### src/rtl/noc_pkg.sv
// Shared router definitions: port indices, flit-type bit positions and the
// output-port arbiter state encoding.
package noc_pkg;

    localparam int NUM_PORTS = 5;

    localparam int PORT_N = 0;
    localparam int PORT_S = 1;
    localparam int PORT_E = 2;
    localparam int PORT_W = 3;
    localparam int PORT_L = 4;

    // Bit positions inside the 2-bit flit-type field carried with each flit
    localparam int FT_HEAD_BIT = 0;
    localparam int FT_TAIL_BIT = 1;

    typedef enum logic {
        IDLE,
        LOCKED
    } arb_state_e;

endpackage

### src/rtl/rr_pick.sv
// Combinational round-robin picker: first set bit of the eligible mask scanning
// ptr+1, ptr+2, ... modulo N.
module rr_pick #(
    parameter int N  = 5,
    parameter int IW = 3
) (
    input  logic [N-1:0]  eligible,
    input  logic [IW-1:0] ptr,
    output logic [N-1:0]  grant,
    output logic [IW-1:0] grant_idx
);

    logic found;
    int   idx;

    always_comb begin
        grant     = '0;
        grant_idx = '0;
        found     = 1'b0;
        idx       = 0;
        for (int k = 1; k <= N; k++) begin
            idx = (int'(ptr) + k) % N;
            if (!found && eligible[idx]) begin
                found      = 1'b1;
                grant[idx] = 1'b1;
                grant_idx  = IW'(idx);
            end
        end
    end

endmodule

### src/rtl/out_port_arb.sv
// Output-port arbiter: round-robin packet-level grant with wormhole locking,
// registered link output and downstream credit tracking.
module out_port_arb
    import noc_pkg::*;
#(
    parameter int NUM_IN  = NUM_PORTS,
    parameter int DATA_W  = 32,
    parameter int CREDITS = 4
) (
    input  logic                       clk,
    input  logic                       rst_n,
    input  logic [NUM_IN-1:0]          req_i,
    input  logic [NUM_IN-1:0]          head_i,
    input  logic [NUM_IN-1:0]          tail_i,
    input  logic [NUM_IN*DATA_W-1:0]   flit_i,
    output logic [NUM_IN-1:0]          pop_o,
    output logic                       valid_o,
    output logic [DATA_W-1:0]          flit_o,
    input  logic                       credit_i,
    output logic [$clog2(CREDITS+1)-1:0] credit_o,
    output logic                       err_o
);

    localparam int IDX_W = (NUM_IN > 1) ? $clog2(NUM_IN) : 1;
    localparam int CNT_W = $clog2(CREDITS + 1);

    arb_state_e        state, state_nxt;
    logic [IDX_W-1:0]  ptr, owner, win_idx, pick_idx;
    logic [NUM_IN-1:0] eligible, pick_oh;
    logic [CNT_W-1:0]  credit;
    logic              grant, win_tail, err;
    logic              vld_p1;
    logic [DATA_W-1:0] flit_p1;
    logic [DATA_W-1:0] flit_arr [NUM_IN];

    for (genvar g = 0; g < NUM_IN; g++) begin : g_unpack
        assign flit_arr[g] = flit_i[g*DATA_W +: DATA_W];
    end

    assign eligible = req_i & head_i;

    rr_pick #(.N(NUM_IN), .IW(IDX_W)) u_rr_pick (
        .eligible  (eligible),
        .ptr       (ptr),
        .grant     (pick_oh),
        .grant_idx (pick_idx)
    );

    always_comb begin
        state_nxt = state;
        grant     = 1'b0;
        win_idx   = owner;
        pop_o     = '0;
        case (state)
            IDLE: begin
                if (rst_n && credit != '0 && |eligible) begin
                    grant   = 1'b1;
                    win_idx = pick_idx;
                    pop_o   = pick_oh;
                    if (!tail_i[pick_idx]) state_nxt = LOCKED;
                end
            end
            LOCKED: begin
                // Only the owner may advance; a head flag here is plain payload
                if (rst_n && credit != '0 && req_i[owner]) begin
                    grant        = 1'b1;
                    pop_o[owner] = 1'b1;
                    if (tail_i[owner]) state_nxt = IDLE;
                end
            end
            default: state_nxt = IDLE;
        endcase
    end

    assign win_tail = tail_i[win_idx];

    // Stage p1: link register, arbitration state and credit counter
    always_ff @(posedge clk) begin
        if (!rst_n) begin
            state   <= IDLE;
            ptr     <= IDX_W'(NUM_IN - 1);
            owner   <= '0;
            credit  <= CNT_W'(CREDITS);
            err     <= 1'b0;
            vld_p1  <= 1'b0;
            flit_p1 <= '0;
        end else begin
            state  <= state_nxt;
            vld_p1 <= grant;
            if (grant) begin
                flit_p1 <= flit_arr[win_idx];
                if (win_tail)
                    ptr <= win_idx;
                else if (state == IDLE)
                    owner <= win_idx;
            end
            case ({grant, credit_i})
                2'b10: credit <= credit - CNT_W'(1);
                2'b01: begin
                    if (credit == CNT_W'(CREDITS))
                        err <= 1'b1;
                    else
                        credit <= credit + CNT_W'(1);
                end
                default: ;
            endcase
        end
    end

    assign valid_o  = vld_p1;
    assign flit_o   = flit_p1;
    assign credit_o = credit;
    assign err_o    = err;

endmodule

### config.mk
export PLATFORM = sky130hd
export DESIGN_NAME = out_port_arb
export DESIGN_NICKNAME = d
export VERILOG_FILES = /design/src/rtl/noc_pkg.sv /design/src/rtl/rr_pick.sv /design/src/rtl/out_port_arb.sv
export SDC_FILE = /design/constraint.sdc
export NUM_CORES = 1
export LEC_CHECK = 0
export ABC_CLOCK_PERIOD_IN_PS = 14100
export CAP_MARGIN = 15
export CELL_PAD_IN_SITES_DETAIL_PLACEMENT = 1
export CELL_PAD_IN_SITES_GLOBAL_PLACEMENT = 1
export CORE_ASPECT_RATIO = 0.8
export CORE_UTILIZATION = 35
export CTS_CLUSTER_SIZE = 28
export DETAILED_ROUTE_END_ITERATION = 10
export GPL_TIMING_DRIVEN = 0
export PLACE_DENSITY_LB_ADDON = 0.1
export SLEW_MARGIN = 0
export SYNTH_ARGS = -nofsm -noshare
export SYNTH_HDL_FRONTEND = slang
export SYNTH_HIERARCHICAL = 1
export SYNTH_SLANG_ARGS = --single-unit
### constraint.sdc
create_clock -name clk -period 14.1 [get_ports clk]
set_input_delay 2.82 -clock clk [delete_from_list [all_inputs] [get_ports clk]]
set_output_delay 2.82 -clock clk [all_outputs]
set_load 0.05 [all_outputs]
==> results_dict.tcl <==
set metrics [dict create \
    post_cts_buffers 0 \
    status "complete, no violations" \
    cts.clk_slew.worst_paths_ps 70 \
    routed_wire_length_per_instance_um 19.7 \
    p_per_area_nw_per_um2 271 \
    clkLatencyLatePin_ps 300 \
    drtIter0Drc 428 \
    syn_nets 1012 \
    rr_worst_depth 28 \
    first_pass_iters 4 \
    finalMaxSlewViolations 0 \
    hold_class "reg -> reg" \
    endpoint "pop_o[1]" \
    final_cell_mix "clkdlybuf4s50_1, nand2_1, a21oi_1" \
    grt_pass1_wl_um 38000 \
    routed-via-count 7090 \
    ant_nets 0 \
    avgViaCountPerCell 5.69 \
    cts_tree "yes" \
    ys.flop_type "dfxtp_1" \
    syn_to_final_growth_pct 43.5 \
    ys_seq_area_share_pct 14.6 \
    cts_sinks 44 \
    grt_util_all_layers_pct 27.3 \
    start_util_pct 36.1 \
    cts.path.max_buffers 2 \
    relSlewSlack_pct 43.1 \
    drive_gt1_share_pct 8.18 \
    ys_ff_latch 44 \
    hold_depth 1 \
    grt_antenna_before_repair 0 \
    r2r-end "flit_o[19]" \
    diodes 0 \
    final_common_cell "clkdlybuf4s50_1" \
    hold_viol 0 \
    die_w_um 149 \
    cts.htree.levels 2 \
    grt_max_degree 14 \
    synth_cell_types 100 \
    cts.repair.resized 0 \
    final.setup.tns_ps 0 \
    postCtsHoldBufs 0 \
    cts_root_buf "clkbuf_16" \
    crit_top_cell "ha_1" \
    ys_warn_count 6 \
    critPathMaxFanout 10 \
    arrival_ps 7610 \
    tightest_slew_ps 842 \
    slowest_delay_ps 870 \
    startpoint "ptr[1]" \
    synth_edf_count 0 \
    path_cells "clkbuf_1 > inv_1 > ha_1 > buf_4 > clkinv_1 > ha_1 > nor2_1 > a21oi_1 > xnor2_1 > ha_1 > clkbuf_1 > a211o_1 > o22ai_1 > a211o_2 > mux2i_2 > a21oi_2 > o22ai_4 > nand4b_2 > or3b_4 > o311ai_1 > nand2_1 > o21ai_0 > clkdlybuf4s50_1" \
    port_buffers 219 \
    synthArstFlopShare_pct 0 \
    ir_drop_mv 0.112 \
    rr_startpoint "ptr[1]" \
    fin_util_pct 51.9 \
    p_leak_nw 3.67 \
    die_y_um 119 \
    coreArea_um2 16700 \
    nNetsFinal 1238 \
    syn_area_per_cell_um2 7.53 \
    period_share_pct 74.0 \
    required_ps 11280 \
    rsz0062_at_grt "no" \
    dieArea_um2 17700 \
    endpoint_kind "primary output" \
    wirelength_um 24500 \
    grt_overflow_total 0 \
    grt_pass1_vias 7026 \
    timing.clock.skew_ps 6.06 \
    period_minus_slack_ps 10430 \
    gp_congestion 0.870 \
    drv_cap 0 \
    numCtsBuffers 5 \
    rows 42 \
    io_pins 220 \
    critPathKind "reg -> out" \
    syn_area_um2 6020 \
    setup_viol 0 \
    detailed_place_hpwl_um 19900 \
    fmax_mhz 95.8 \
    cpMaxStageDelayCell "clkdlybuf4s50_1" \
    drc 0 \
    syn_inst 800 \
    r2r_setup_slack_ps 6190 \
    cp-start-kind "flip-flop" \
]
-- layer usage --
metal	track usage [%]	share of wire, %
met1	38.6	48
met2	42.2	44
met5	0	0
met4	6.89	2.0
met3	4.90	6.1
-- worst min path at each step --
stage / startpoint / end
6_report: err_o / err_o
3_5_place_dp: err_o / err_o
5_1_grt: err_o / err_o
3_3_place_gp: err_o / err_o
2_1_floorplan: state / state
4_1_cts: err_o / err_o
-- worst max-delay path, delay by kind of cell (launching register included) --
family / cells / cell delay (ps)
buf+inv: 6 / 2350
mux: 1 / 230
flops: 1 / 550
simple gates: 4 / 1070
xor+xnor: 1 / 420
compound gates: 8 / 1500
fa+ha+maj: 3 / 1160
-- power by group --
group          switching [mW]  leakage, nW  total [mW]  internal, mW
registers              0.0310        0.364       0.203         0.172
clock network          0.0545       0.0701       0.125        0.0708
logic                    1.24         3.24        2.01         0.770
-- through the flow --
stage / hold WS (ps) / power [mW] / instance area, um2 / worst slack [ps] / cells
2_1_floorplan: 468 / 1.66 / 6020 / 5730 / 800
3_3_place_gp: 451 / 2.17 / 8490 / 4110 / 1239
3_5_place_dp: 455 / 2.19 / 8490 / 4040 / 1239
4_1_cts: 470 / 2.33 / 8640 / 3700 / 1247
5_1_grt: 505 / 2.52 / 8640 / 3140 / 1247
6_report: 467 / 2.34 / 8640 / 3670 / 1247
-- area by class of cell --
class | instances | area, um2
Fill cell | 2062 | 8020
Multi-Input combinational cell | 671 | 4740
Timing Repair Buffer | 219 | 2190
Sequential cell | 44 | 881
Buffer | 52 | 280
Tap cell | 220 | 275
Clock buffer | 7 | 143
Inverter | 33 | 124
Clock inverter | 1 | 7.51
-- state kept, by name, indices dropped and copies added, names as in the netlist --
name and flops:
credit_o 3, err_o 1, flit_o 32, owner 3, ptr 3, state 1, valid_o 1
-- Yosys cell counts, types with 4 or more instances --
cell type | count | share of area [%]
nand2_1 | 102 | 6.4
a21oi_1 | 91 | 7.6
mux2i_1 | 76 | 13
o21ai_0 | 49 | 4.1
nand3_1 | 45 | 3.7
dfxtp_1 | 44 | 15
nor2_1 | 40 | 2.5
ha_1 | 33 | 6.9
clkbuf_1 | 27 | 1.7
inv_1 | 27 | 1.7
xnor2_1 | 14 | 2.0
nor3_1 | 11 | 0.91
buf_4 | 10 | 1.2
o21a_1 | 9 | 1.1
and2_1 | 8 | 0.83
buf_2 | 8 | 0.66
nor2b_1 | 8 | 0.83
mux2_2 | 7 | 1.3
o211ai_1 | 7 | 0.87
o22ai_1 | 7 | 0.73
a211o_1 | 5 | 0.73
a22oi_1 | 5 | 0.62
a32o_1 | 5 | 0.83
buf_6 | 5 | 0.93
inv_2 | 5 | 0.31
o21ai_1 | 5 | 0.42
a211oi_1 | 4 | 0.50
a211oi_2 | 4 | 0.83
a22o_1 | 4 | 0.58
a31oi_1 | 4 | 0.42
and3_1 | 4 | 0.42
and3b_1 | 4 | 0.58
mux2i_2 | 4 | 0.91
nand2b_1 | 4 | 0.42
nand4_1 | 4 | 0.42
nand4b_1 | 4 | 0.58
nor3b_1 | 4 | 0.50
o2111ai_1 | 4 | 0.58
-- kinds of logic (layout without fill, tap and decap cells) --
family | Yosys count | after routing | synth area share [%]
muxes | 94 | 94 | 16.5
AOI/OAI and AO/OA | 255 | 255 | 28.9
DFF | 44 | 44 | 14.6
adders and majority gates | 34 | 34 | 7.19
and+or+nand+nor | 271 | 271 | 23.1
xor gates and xnor gates | 17 | 17 | 2.91
buffers and inverters | 85 | 312 | 6.71
(Power assumes the default switching activity.)
